## src/rtl/div_unit.sv

```systemverilog
// Multi-cycle restoring divider for DIV/DIVU.
// Produces one quotient bit per clock. The result is {remainder, quotient},
// and ready stays high until the requester drops start.
//
// state    | meaning
// ---------+--------------------------------------------------------------
// S_FREE   | idle; waits for start, captures operand magnitudes and signs
// S_BYZERO | divisor was zero; one edge, then done with a zero result
// S_ON     | iterating; one restoring step per edge, then sign fix-up
// S_END    | result valid; waits for start to drop (or annul)
module div_unit #(
    parameter int DATA_W = 32
) (
    input  logic                  clk,
    input  logic                  rst,
    input  logic                  signed_div,
    input  logic [DATA_W-1:0]     opdata1,
    input  logic [DATA_W-1:0]     opdata2,
    input  logic                  start,
    input  logic                  annul,
    output logic [2*DATA_W-1:0]   result,
    output logic                  ready
);

    localparam int CNT_W = $clog2(DATA_W + 1);

    typedef enum logic [1:0] {
        S_FREE   = 2'd0,
        S_BYZERO = 2'd1,
        S_ON     = 2'd2,
        S_END    = 2'd3
    } state_t;

    state_t              state_q;
    logic [CNT_W-1:0]    cnt_q;
    logic [DATA_W-1:0]   dvd_q;      // dividend magnitude; quotient bits shift in at the LSB
    logic [DATA_W-1:0]   dvs_q;      // divisor magnitude
    logic [DATA_W-1:0]   rem_q;      // partial remainder
    logic                sgn_q;
    logic                neg_a_q;
    logic                neg_b_q;
    logic [2*DATA_W-1:0] result_q;
    logic                ready_q;

    logic                a_neg;
    logic                b_neg;
    logic [DATA_W-1:0]   a_mag;
    logic [DATA_W-1:0]   b_mag;
    logic [DATA_W:0]     step_upper;
    logic [DATA_W:0]     step_diff;
    logic [DATA_W-1:0]   quo_fix;
    logic [DATA_W-1:0]   rem_fix;

    assign a_neg = signed_div & opdata1[DATA_W-1];
    assign b_neg = signed_div & opdata2[DATA_W-1];
    assign a_mag = a_neg ? (~opdata1 + 1'b1) : opdata1;
    assign b_mag = b_neg ? (~opdata2 + 1'b1) : opdata2;

    // Restoring step: the borrow out of the DATA_W+1 bit trial subtract is the sign test.
    // The partial remainder stays below the divisor, so the trial never overflows.
    always_comb begin
        step_upper = {rem_q, dvd_q[DATA_W-1]};
        step_diff  = step_upper - {1'b0, dvs_q};
    end

    // Truncating division: quotient sign is the XOR of operand signs, remainder follows the dividend.
    always_comb begin
        quo_fix = (sgn_q && (neg_a_q ^ neg_b_q)) ? (~dvd_q + 1'b1) : dvd_q;
        rem_fix = (sgn_q && neg_a_q) ? (~rem_q + 1'b1) : rem_q;
    end

    // Sequencer, datapath registers and registered outputs.
    always_ff @(posedge clk or posedge rst) begin
        if (rst) begin
            state_q  <= S_FREE;
            cnt_q    <= '0;
            dvd_q    <= '0;
            dvs_q    <= '0;
            rem_q    <= '0;
            sgn_q    <= 1'b0;
            neg_a_q  <= 1'b0;
            neg_b_q  <= 1'b0;
            result_q <= '0;
            ready_q  <= 1'b0;
        end else begin
            case (state_q)
                S_FREE: begin
                    ready_q <= 1'b0;
                    if (start && !annul) begin
                        if (opdata2 == '0) begin
                            state_q <= S_BYZERO;
                        end else begin
                            state_q <= S_ON;
                            cnt_q   <= '0;
                            dvd_q   <= a_mag;
                            dvs_q   <= b_mag;
                            rem_q   <= '0;
                            sgn_q   <= signed_div;
                            neg_a_q <= a_neg;
                            neg_b_q <= b_neg;
                        end
                    end
                end
                S_BYZERO: begin
                    result_q <= '0;
                    ready_q  <= 1'b0;
                    state_q  <= (annul || !start) ? S_FREE : S_END;
                end
                S_ON: begin
                    if (annul || !start) begin
                        state_q  <= S_FREE;
                        cnt_q    <= '0;
                        result_q <= '0;
                        ready_q  <= 1'b0;
                    end else if (cnt_q != CNT_W'(DATA_W)) begin
                        cnt_q <= cnt_q + CNT_W'(1);
                        if (!step_diff[DATA_W]) begin
                            rem_q <= step_diff[DATA_W-1:0];
                            dvd_q <= {dvd_q[DATA_W-2:0], 1'b1};
                        end else begin
                            rem_q <= step_upper[DATA_W-1:0];
                            dvd_q <= {dvd_q[DATA_W-2:0], 1'b0};
                        end
                    end else begin
                        state_q  <= S_END;
                        cnt_q    <= '0;
                        result_q <= {rem_fix, quo_fix};
                        ready_q  <= 1'b1;
                    end
                end
                S_END: begin
                    if (annul || !start) begin
                        state_q  <= S_FREE;
                        result_q <= '0;
                        ready_q  <= 1'b0;
                    end else begin
                        ready_q <= 1'b1;
                    end
                end
                default: begin
                    state_q  <= S_FREE;
                    result_q <= '0;
                    ready_q  <= 1'b0;
                end
            endcase
        end
    end

    assign result = result_q;
    assign ready  = ready_q;

endmodule
```

## config.mk

```make
export PLATFORM = sky130hd
export DESIGN_NAME = div_unit
export DESIGN_NICKNAME = d
export VERILOG_FILES = /design/src/rtl/div_unit.sv
export SDC_FILE = /design/constraint.sdc
export NUM_CORES = 1
export LEC_CHECK = 0
export CORE_MARGIN = 3
export CORE_UTILIZATION = 35
export DETAILED_ROUTE_END_ITERATION = 8
export SETUP_SLACK_MARGIN = 0.1
export SYNTH_ARGS = -nofsm -noshare
export SYNTH_HDL_FRONTEND = slang
export SYNTH_SLANG_ARGS = --single-unit
```

## constraint.sdc

```tcl
create_clock -name clk -period 16.9 [get_ports clk]
set_input_delay 5.07 -clock clk [delete_from_list [all_inputs] [get_ports clk]]
set_output_delay 5.07 -clock clk [all_outputs]
set_load 0.005 [all_outputs]
```

Yosys cells after proc, flatten, opt, wreduce, memory -nomap -nowiden --
Cells that the tools add are included.
Word-level totals: word-level logic and storage cells 86, output and inout port bits 65, bits of input ports 69, register bits 172
Cells by class: reduce and logical (&&, ||, !) cells 16, bitwise logic cells 8, eq/ne operators 10, mux-type cells 36, add/subtract/negate cells 6
Operators with widths (number):
- $mux W32 | 13
- $mux W64 | 3
- $pmux W64 S3 | 1
- $add A32 B1 Y32 const B | 4
- $not A32 Y32 | 4
- $pmux W32 S2 | 2
- $sub A33 B32 Y33 | 1
- $logic_not A32 Y1 | 1
- $mux W6 | 4
- $mux W2 | 6
- $pmux W6 S2 | 1
- $reduce_and A3 Y1 | 4
- $ne A2 B2 Y1 const B | 5
- $pmux W2 S4 | 1
- $add A6 B1 Y6 const B | 1
- $ne A6 B6 Y1 const B | 1
- $reduce_and A5 Y1 | 1
- $eq A2 B2 Y1 const B | 2
- $mux W1 | 4
- $logic_and A1 B1 Y1 | 3
- $ne A3 B3 Y1 const B | 1
- $pmux W1 S3 | 1
- $reduce_bool A3 Y1 | 1
- $and A1 B1 Y1 | 2
- other kinds (8) | 9

Longest topological paths before layout --
Gate-level depths: netlist (run 1).
word-level depth 6, mapped depth 13, depth with buffers taken out 11

Least setup slack after synthesis (run 1) --
No wires, ideal clock.
path type input port to flip-flop, start point in opdata2[17], end point reg rem_q[27], path slack 9.839 ns, path buffers 0, stages on the path 8, required time 16.774 ns, library setup time 0.126 ns, arrival time 6.935 ns, path through or4_4 > nor4_4 > nand4_2 > or3_4 > and2_4 > nand2_1 > nor2_1 > a311o_1
On the way: word-level cells in the longest chain between the ends 3
Ends and longest elaborated chain:
- start: declaration | RTL line 18 | input logic [DATA_W-1:0] opdata2,
- $logic_not A32 Y1 | RTL line 90 | if (opdata2 == '0) begin
- $ne A2 B2 Y1 (no line)
- $reduce_and A5 Y1 (no line)
- end signal: assignment | RTL line 118 | rem_q <= step_diff[DATA_W-1:0];
- end signal: assignment | RTL line 121 | rem_q <= step_upper[DATA_W-1:0];
- end: declaration | RTL line 38 | logic [DATA_W-1:0] rem_q;
Every way passes these cells. A chain may end at the register's enable or synchronous reset.

Worst setup path after layout (run 1) --
start point in start, end point reg result_q[29], in the netlist result[29]
On the way: word-level cells in the longest chain between the ends 4, elaborated cells on any way between the ends 7, those cells by class 2 x eq/ne; 2 x mux; 3 x reduce/logical
Ends and longest elaborated chain:
- start: declaration | RTL line 19 | input logic start,
- $logic_not A1 Y1 (*) | RTL line 110, 132
- $logic_or A1 B1 Y1 (*) | RTL line 110, 132
- $ne A3 B3 Y1 (no line) (tied with other cells)
- $reduce_and A3 Y1 (no line) / $pmux W64 S3 (equally long branches)
- end signal: assignment | RTL line 127 | result_q <= {rem_fix, quo_fix};
- end: declaration | RTL line 42 | logic [2*DATA_W-1:0] result_q;
Mark *: on every way between the ends. The rest lies on a longest branch, timed or not.

==> impl_metrics.yaml, run 1 <==
outcome:
  outcome: "finished, final reports clean"
drt:
  detail_route.wirelength_um: 32600
  drt_iter0_drc: 829
  post_drt_via_cell_ratio: 5.28
  post_detailed_route_drc_marker_count: 0
  detailedRoute.firstPassIterationCount: 5
  drtAntennaViolNets: 0
  routed-via-count: 10300
  post_drt_wl_per_cell_um: 16.7
placed_design:
  place.detailed.hpwl_um: 24100
  place.port_buffers: 133
  place.gp.congestion: 0.871
setup_path:
  setup.worst_path.end: "result[29]"
  critPathLaunch: "start"
  timing.critical_path.fanout_max: 83
  critical_path_class: "input port to flop"
  critical_path.endpoint_type: "flop"
  timing.critical_path.arrival_ns: 8.57
  r2r_end: "rem_q[27]"
  worst-endpoint-required_ns: 17.23
  reg2reg_from: "rem_q[9]"
  worst_r2r_path_depth: 10
  setup.worst_path.start_class: "input port"
  setup.reg_to_reg.worst_slack_ns: 12.64
cells_and_area:
  fin_nets: 1604
  area_delta_synth_final_pct: 18.6
  diodes: 0
  fin_util: 0.424
  post_route_cells_drive_above_1_share: 0.0405
clock_network:
  tritoncts: "built"
  cts_setup_buffers: 0
  clk_pin_slew_ns: 0.07
  cts.path.max_buffers: 2
  clk_latency_ns: 0.43
  htree_levels: 4
  cts_made_buffers: 17
  postCtsHoldBufs: 0
  cts_root_buf: "sky130_fd_sc_hd__clkbuf_16"
  cts.repair.resized: 0
  cts_num_sinks: 172
yosys:
  synthFlopType: "sky130_fd_sc_hd__dfrtp_1"
  post_synth_main_area_contributors: "sky130_fd_sc_hd__dfrtp_1, sky130_fd_sc_hd__nand2_1, sky130_fd_sc_hd__xnor2_1"
  synth_async_sr_flop_share: 1.00
  synth_top_family_by_area: "compound AO/OA/AOI/OAI gates"
  synth.top_cell.area_share: 0.367
  synthCells: 1405
  postSynthNetCount: 1516
  yosysUniqueCellTypes: 79
  ys_seq_elements: 172
  synth_compound_area_frac: 0.218
  yosys-top-cells-count: "sky130_fd_sc_hd__nand2_1, sky130_fd_sc_hd__dfrtp_1, sky130_fd_sc_hd__o21ai_0"
  synth_enable_flop_cells: 0
  xor_and_xnor_fraction_of_the_mapped_netlist_area: 0.105
  synth_adder_area_share: 0.0454
  yosys.area_share.simple: 0.181
  yosysSeqAreaShare: 0.367
  avgSynthCellArea_um2: 8.35
  synth_area_leader_cell: "sky130_fd_sc_hd__dfrtp_1"
  synth.most_common_cell: "sky130_fd_sc_hd__nand2_1"
  synthesis.yosys.warnings: 0
  synthesis.area_mm2: 0.0117
  synth_mux_area_frac: 0.0334
sta:
  slew_headroom: 0.285
  rsz0062_at_grt: "no"
  max_clock_freq_ghz: 0.121
  min_period_over_period: 0.488
  setup_tns_ns: 0
  worstMarginPinSlew_ns: 1.07
  final-max-slew-violation-count: 0
  final-hold-violation-count: 0
  setup_viol: 0
  skew_ns: 0.00868
  layout_min_cycle_time_ns: 8.24
grt:
  grt_antenna_before_repair: 1
  grt_pass1_vias: 9461
  grt_start_max_net_pins: 90
  gr-total-overflow: 0
  grt_pass1_wl_um: 52000
  grt_util_all_layers: 0.179
power:
  power_switching_share: 0.421
  net-switching-power_w: 0.000729
  powerDensity_mw_per_mm2: 125
  peakVddDrop_mv: 0.0785
  leakagePower_nw: 5.81
  power_report.internal_total_w: 0.00100
  clock_power_share: 0.225
  power.share.sequential: 0.346
  p_comb_frac: 0.429
flow_run:
  number_of_violations_of_the_max_capacitance_limit: 0
die:
  core_area_mm2: 0.0328
  floorplan.rows: 66
  chipHeight_um: 189
  io_pins: 134
  area_of_the_die_mm2: 0.0357
  die_width_um: 189
  initial_core_util: 0.358
hold_path:
  min_path_type: "flop to flop"
cells in the final DEF (no fill, tap or decap), types with 13 or more instances in the layout:
| master | count |
|---|---|
| sky130_fd_sc_hd__nor3_1 | 22 |
| sky130_fd_sc_hd__ha_1 | 40 |
| sky130_fd_sc_hd__a21o_1 | 13 |
| sky130_fd_sc_hd__a21oi_1 | 114 |
| sky130_fd_sc_hd__clkbuf_16 | 17 |
| sky130_fd_sc_hd__nand3_1 | 17 |
| sky130_fd_sc_hd__o21ai_1 | 57 |
| sky130_fd_sc_hd__dfrtp_1 | 172 |
| sky130_fd_sc_hd__xor2_1 | 69 |
| sky130_fd_sc_hd__nand2_1 | 200 |
| sky130_fd_sc_hd__clkdlybuf4s50_1 | 133 |
| sky130_fd_sc_hd__xnor2_1 | 71 |
| sky130_fd_sc_hd__inv_1 | 63 |
| sky130_fd_sc_hd__o21ai_0 | 119 |
| sky130_fd_sc_hd__mux2i_1 | 38 |
| sky130_fd_sc_hd__nor2_1 | 109 |
| sky130_fd_sc_hd__o31ai_1 | 42 |
| sky130_fd_sc_hd__or3_1 | 16 |
worst min path at each step:
stage | start | to | depth (start not counted)
CTS | result[18] | result[18] | 2
floorplan | cnt_q[5] | cnt_q[5] | 1
global route | result[8] | result[8] | 2
finish | result[18] | result[18] | 2
global placement | result[20] | result[20] | 2
detailed placement | result[18] | result[18] | 2
kinds of logic (layout without fill, tap and decap cells):
logic type	Yosys count	after routing
xor gates and xnor gates	140	140
AOI/OAI and AO/OA	424	424
buffers and inverters	135	236
muxes	39	39
DFF	172	172
and+or+nand+nor	453	453
adders and majority gates	42	42
sequential cells by signal, summed over array words and instances, names as in the netlist, 2 cells and up:
register / cells
state_q: 2
rem_q: 32
dvs_q: 32
dvd_q: 32
result: 64
cnt_q: 6
through the flow:
step	area, um^2	hold slack [ns]	total power (W)	std cells	worst slack [ns]
after floorplan	11700	0.446	0.00113	1405	7.17
after detailed placement	13300	0.469	0.00135	1916	8.19
after global placement	13300	0.462	0.00133	1916	8.22
after global routing	13900	0.507	0.00186	1948	8.36
after CTS	13900	0.484	0.00174	1948	8.64
final	13900	0.477	0.00173	1948	8.66
layout make-up:
| class | count | area, um^2 |
|---|---|---|
| clock buffer | 20 | 457 |
| clock inverter | 12 | 113 |
| fill | 3317 | 18900 |
| inverter | 64 | 245 |
| multi-input combinational | 1098 | 6850 |
| sequential | 172 | 4300 |
| tap | 442 | 553 |
| timing repair buffer | 140 | 1380 |
metal layers:
metal | vias up | wire length (um) | GRT usage
met2 | 267 | 14100 | 0.272
met1 | 4862 | 16500 | 0.271
met4 | 0 | 349 | 0.0404
met3 | 30 | 1630 | 0.0241
met5 | - | 0 | 0
li1 | 5129 | - | -
worst max-delay path: stages:
cell	delay (ns)
sky130_fd_sc_hd__clkdlybuf4s50_1	0.45
sky130_fd_sc_hd__nor2b_1	0.62
sky130_fd_sc_hd__nand2_1	0.68
sky130_fd_sc_hd__nor2_1	0.53
sky130_fd_sc_hd__a21oi_1	0.14
sky130_fd_sc_hd__nand2_2	0.11
sky130_fd_sc_hd__buf_4	0.65
sky130_fd_sc_hd__nand2_1	0.14
sky130_fd_sc_hd__o31ai_1	0.10
power groups by stage:
stage | Clock (W) | Sequential (W) | Combinational [W]
6_report | 0.000390 | 0.000600 | 0.000744
5_1_grt | 0.000414 | 0.000616 | 0.000830
4_1_cts | 0.000399 | 0.000598 | 0.000744
3_5_place_dp | 0 | 0.000606 | 0.000741
3_3_place_gp | 0 | 0.000603 | 0.000730
2_1_floorplan | 0 | 0.000574 | 0.000561
(Power assumes the default switching activity.)
==> run 2: changes to the inputs <==
==> constraint.sdc (replaced) <==
create_clock -name clk -period 8.06 [get_ports clk]
set_input_delay 2.418 -clock clk [delete_from_list [all_inputs] [get_ports clk]]
set_output_delay 2.418 -clock clk [all_outputs]
set_load 0.005 [all_outputs]
==> run 2 against run 1 <==
Effect of this change:
- combinational power rose by 110%
- non-clock buffer count rose by 3
- largest power group unchanged
- utilization rose by 0.21 points
- sequential share of layout area fell by 0.16 points
- clock skew rose by 0.0074 ns
- count of clock-buffer cells in the layout fell by 3
- total power rose by 110%
- largest cell class unchanged
==> impl_metrics.yaml, run 2 (synthesis results as in run 1) <==
power:
  clock_power_share: 0.238
  power_report.internal_total_w: 0.00211
  power.share.sequential: 0.341
  p_comb_frac: 0.420
  powerDensity_mw_per_mm2: 263
  net-switching-power_w: 0.00157
  peakVddDrop_mv: 0.164
  leakagePower_nw: 5.84
  power_switching_share: 0.426
  design_power_total_w: 0.00368
grt:
  grt_start_max_net_pins: 78
  use_met1: 0.269
  grt.busiest_layer: "met2"
  grt_util_all_layers: 0.180
  grt_antenna_before_repair: 1
  gr-total-overflow: 0
  grt_pass1_wl_um: 52300
  grt_use_met2: 0.274
  grt_util_met3: 0.0239
  grt_pass1_vias: 9635
sta:
  setup_viol: 0
  setup_tns_ns: 0
  worstMarginPinSlew_ns: 0.983
  rsz0062_at_grt: "no"
  skew_ns: 0.0161
  final-hold-violation-count: 0
  max_clock_freq_ghz: 0.175
  layout_min_cycle_time_ns: 5.71
  min_period_over_period: 0.709
  slew_headroom: 0.344
  final-max-slew-violation-count: 0
placed_design:
  place.port_buffers: 133
  place.detailed.hpwl_um: 24100
  place.gp.congestion: 0.879
drt:
  drtAntennaViolNets: 0
  post_drt_via_cell_ratio: 5.23
  detailedRoute.firstPassIterationCount: 5
  drt_iter0_drc: 617
  post_drt_wl_per_cell_um: 16.5
  routed-via-count: 10200
  detail_route.wirelength_um: 32200
  post_detailed_route_drc_marker_count: 0
clock_network:
  tritoncts: "built"
  cts_root_buf: "sky130_fd_sc_hd__clkbuf_16"
  clk_pin_slew_ns: 0.07
  cts_setup_buffers: 0
  htree_levels: 4
  cts.path.max_buffers: 2
  postCtsHoldBufs: 0
  cts.repair.resized: 0
  clk_latency_ns: 0.45
  cts_num_sinks: 172
  cts_made_buffers: 17
die:
  die_width_um: 189
  chipHeight_um: 189
  initial_core_util: 0.358
  floorplan.rows: 66
  core_area_mm2: 0.0328
  area_of_the_die_mm2: 0.0357
  io_pins: 134
setup_path:
  setup.worst_path.start_class: "input port"
  timing.critical_path.fanout_max: 45
  worst_r2r_path_depth: 10
  worst-endpoint-required_ns: 8.40
  setup.reg_to_reg.worst_slack_ns: 4.46
  critical_path.endpoint_type: "flop"
  critical_path_class: "input port to flop"
  timing.critical_path.arrival_ns: 6.05
cells_and_area:
  fin_util: 0.426
  area_delta_synth_final_pct: 19.2
  final_cell_mix: "sky130_fd_sc_hd__nand2_1, sky130_fd_sc_hd__dfrtp_1, sky130_fd_sc_hd__clkdlybuf4s50_1, sky130_fd_sc_hd__o21ai_0, sky130_fd_sc_hd__a21oi_1"
  fin_nets: 1607
  num-fill-cells: 3270
  diodes: 0
  commonest_non_fill_non_tap_cell_in_the_layout: "sky130_fd_sc_hd__nand2_1"
  number_of_flip_flops_in_the_largest_register: 64
  post_route_cells_drive_above_1_share: 0.0431
hold_path:
  timing.hold.worst_path_depth: 2
  min_path_type: "flop to flop"
outcome:
  outcome: "finished, final reports clean"
flow_run:
  number_of_violations_of_the_max_capacitance_limit: 0
## run 2: cell count changes in the layout (fill, tap and decap cells not counted), sizes merged
cell    before  now
buf          7   10
clkbuf      20   17
inv         68   73
clkinv       6    4
## run 2: power groups by stage
stage | registers [W] | clock network, W | logic [W]
floorplan | 0.00120 | 0 | 0.00118
CTS | 0.00125 | 0.000895 | 0.00155
global route | 0.00129 | 0.000930 | 0.00174
detailed placement | 0.00127 | 0 | 0.00155
global placement | 0.00126 | 0 | 0.00152
finish | 0.00126 | 0.000876 | 0.00155
## run 2: cell type report
cell class,instances,area (um^2),share of cell area
clock buffer,17,425,0.0304
clock inverter,15,191,0.0137
inverter,64,245,0.0175
multi-input combinational,1098,6850,0.490
sequential,172,4300,0.308
tap,442,553,0.0396
timing repair buffer,143,1410,0.101
## run 2: metal layers
metal	routed length (um)	vias up
met5	0	-
met4	423	0
met3	1680	20
met2	14000	242
met1	16100	4821
li1	-	5127
## run 2: critical path, stage by stage
cell and delay, ns:
sky130_fd_sc_hd__clkdlybuf4s50_1 0.44, sky130_fd_sc_hd__nor2b_1 0.55, sky130_fd_sc_hd__nand2_1 0.64, sky130_fd_sc_hd__nor2_1 0.49
sky130_fd_sc_hd__a21oi_1 0.14, sky130_fd_sc_hd__nand2_2 0.62, sky130_fd_sc_hd__buf_4 0.53, sky130_fd_sc_hd__nand2_1 0.11
sky130_fd_sc_hd__o31ai_1 0.08
## run 2: metrics by stage
stage	cell area, um^2	std cells	hold slack [ns]	setup WS, ns
final	14000	1951	0.478	2.35
after global routing	14000	1951	0.518	1.95
after CTS	14000	1951	0.486	2.29
after detailed placement	13400	1919	0.470	1.83
after global placement	13400	1919	0.462	1.99
after floorplan	11700	1405	0.446	0.982
## run 2: worst paths after layout
kind | to | startpoint
max | result[0] | start
min | result[41] | result[41]
max reg2reg | rem_q[13] | rem_q[9]
min reg2reg | result[41] | result[41]
max in group asynchronous | result[43] | rst
min in group asynchronous | ready | rst
==> run 3: changes to the inputs <==
==> constraint.sdc (replaced) <==
create_clock -name clk -period 5.9 [get_ports clk]
set_input_delay 1.77 -clock clk [delete_from_list [all_inputs] [get_ports clk]]
set_output_delay 1.77 -clock clk [all_outputs]
set_load 0.005 [all_outputs]
==> run 3 against run 2 <==
Effect of this change:
- cell count is essentially flat
- register-to-register slack got worse by 2.7 ns
- flip-flop and latch count unchanged
==> impl_metrics.yaml, run 3 (synthesis results as in run 1) <==
power:
  powerDensity_mw_per_mm2: 358
  clock_power_share: 0.229
  peakVddDrop_mv: 0.223
  p_comb_frac: 0.429
  power_switching_share: 0.415
  power_report.internal_total_w: 0.00293
  leakagePower_nw: 5.85
  power.share.sequential: 0.342
  net-switching-power_w: 0.00208
clock_network:
  htree_levels: 4
  clk_pin_slew_ns: 0.07
  cts_num_sinks: 172
  cts_root_buf: "sky130_fd_sc_hd__clkbuf_16"
  cts_setup_buffers: 0
  clk_latency_ns: 0.44
  cts.repair.resized: 0
  cts.path.max_buffers: 2
  cts_made_buffers: 17
  postCtsHoldBufs: 0
  tritoncts: "built"
grt:
  grt_start_max_net_pins: 111
  gr-total-overflow: 0
  grt_util_all_layers: 0.179
  grt_antenna_before_repair: 1
  grt_pass1_wl_um: 52000
  grt_pass1_vias: 9791
cells_and_area:
  area_delta_synth_final_pct: 19.4
  post_route_cells_drive_above_1_share: 0.0437
  diodes: 0
  final_cell_mix: "sky130_fd_sc_hd__nand2_1, sky130_fd_sc_hd__dfrtp_1, sky130_fd_sc_hd__clkdlybuf4s50_1, sky130_fd_sc_hd__o21ai_0, sky130_fd_sc_hd__a21oi_1"
  fin_util: 0.427
  number_of_flip_flops_in_the_largest_register: 64
  commonest_non_fill_non_tap_cell_in_the_layout: "sky130_fd_sc_hd__nand2_1"
  finish.cell_count_without_fillers: 1952
  fin_nets: 1608
  stdcell_area_mm2: 0.0140
sta:
  min_period_over_period: 0.727
  whs_ns: 0.476
  worstMarginPinSlew_ns: 1.09
  skew_ns: 0.0129
  rsz0062_at_grt: "no"
  setup_viol: 0
  setup_tns_ns: 0
  slew_headroom: 0.276
  final-hold-violation-count: 0
  final-max-slew-violation-count: 0
  max_clock_freq_ghz: 0.233
  layout_min_cycle_time_ns: 4.29
die:
  floorplan.rows: 66
  die_width_um: 189
  area_of_the_die_mm2: 0.0357
  initial_core_util: 0.358
  core_area_mm2: 0.0328
  io_pins: 134
  chipHeight_um: 189
drt:
  routed-via-count: 10300
  post_detailed_route_drc_marker_count: 0
  post_drt_wl_per_cell_um: 16.5
  post_drt_via_cell_ratio: 5.28
  detail_route.wirelength_um: 32100
  detailedRoute.firstPassIterationCount: 5
  drt_iter0_drc: 656
  drtAntennaViolNets: 0
setup_path:
  critical_path.endpoint_type: "flop"
  setup.worst_path.start_class: "input port"
  worst_r2r_path_depth: 10
  critical_path_class: "input port to flop"
  timing.critical_path.arrival_ns: 4.65
  timing.critical_path.fanout_max: 51
  worst-endpoint-required_ns: 6.27
placed_design:
  place.gp.congestion: 0.914
  place.detailed.hpwl_um: 24000
  placedInstanceArea_mm2: 0.0134
  placedCellCount: 1920
  place.port_buffers: 133
outcome:
  outcome: "finished, final reports clean"
hold_path:
  timing.hold.worst_path_depth: 2
  min_path_type: "flop to flop"
flow_run:
  number_of_violations_of_the_max_capacitance_limit: 0
==> run 3: changes by cell type in the layout (fill, tap and decap cells not counted) <==
cell                         previous run  this run
sky130_fd_sc_hd__inv_8                  7         1
sky130_fd_sc_hd__clkinvlp_4             1         2
sky130_fd_sc_hd__buf_4                 10         8
sky130_fd_sc_hd__inv_6                  2         5
sky130_fd_sc_hd__buf_12                 0         3
sky130_fd_sc_hd__clkbuf_8               0         1
sky130_fd_sc_hd__clkinv_8               2         0
sky130_fd_sc_hd__clkinv_2               0         3
sky130_fd_sc_hd__bufinv_16              1         2
sky130_fd_sc_hd__inv_12                 1         0
==> run 3: power groups by stage <==
| stage | Clock, W | Sequential, W | Combinational [W] |
|---|---|---|---|
| after floorplan | 0 | 0.00164 | 0.00161 |
| after global placement | 0 | 0.00172 | 0.00212 |
| after detailed placement | 0 | 0.00174 | 0.00215 |
| after CTS | 0.00118 | 0.00171 | 0.00216 |
| after global routing | 0.00122 | 0.00176 | 0.00242 |
| final | 0.00115 | 0.00171 | 0.00215 |
==> run 3: stage by stage <==
| stage | worst slack, ns | power (W) |
|---|---|---|
| final | 1.61 | 0.00501 |
| after global routing | 1.37 | 0.00540 |
| after CTS | 1.60 | 0.00505 |
| after detailed placement | 1.13 | 0.00389 |
| after global placement | 1.22 | 0.00384 |
| after floorplan | 1.93 | 0.00325 |
==> run 3: path summary, 6_finish.rpt <==
path	to	start	slack (ns)
max	dvs_q[18]	opdata2[17]	1.61
min	result[60]	result[60]	0.48
max reg2reg	rem_q[27]	rem_q[9]	1.77
min reg2reg	result[60]	result[60]	0.48
max in group asynchronous	rem_q[23]	rst	3.21
min in group asynchronous	dvs_q[0]	rst	1.72
==> run 3: cell type report <==
class,count,area (um^2)
multi-input cells,1098,6850
repair buffers,144,1450
clock buffers,18,439
flip-flops and latches,172,4300
clock inverters,14,155
fillers,3275,18800
inverters,64,244
well taps,442,553
==> run 3: worst max-delay path, stage by stage <==
cell                              delay (ns)
sky130_fd_sc_hd__clkdlybuf4s50_1        0.49
sky130_fd_sc_hd__or4_4                  0.61
sky130_fd_sc_hd__nor4_4                 0.25
sky130_fd_sc_hd__nand4_2                0.26
sky130_fd_sc_hd__o211ai_4               0.53
sky130_fd_sc_hd__buf_4                  0.48
sky130_fd_sc_hd__nor2_1                 0.11
sky130_fd_sc_hd__a21oi_1                0.13
==> run 3: per-layer routing <==
layer	share of wire	global-route usage	vias to the layer above
li1	-	-	5137
met1	0.49	0.257	4883
met2	0.45	0.286	250
met3	0.049	0.0246	33
met4	0.015	0.0455	0
met5	0	0	-
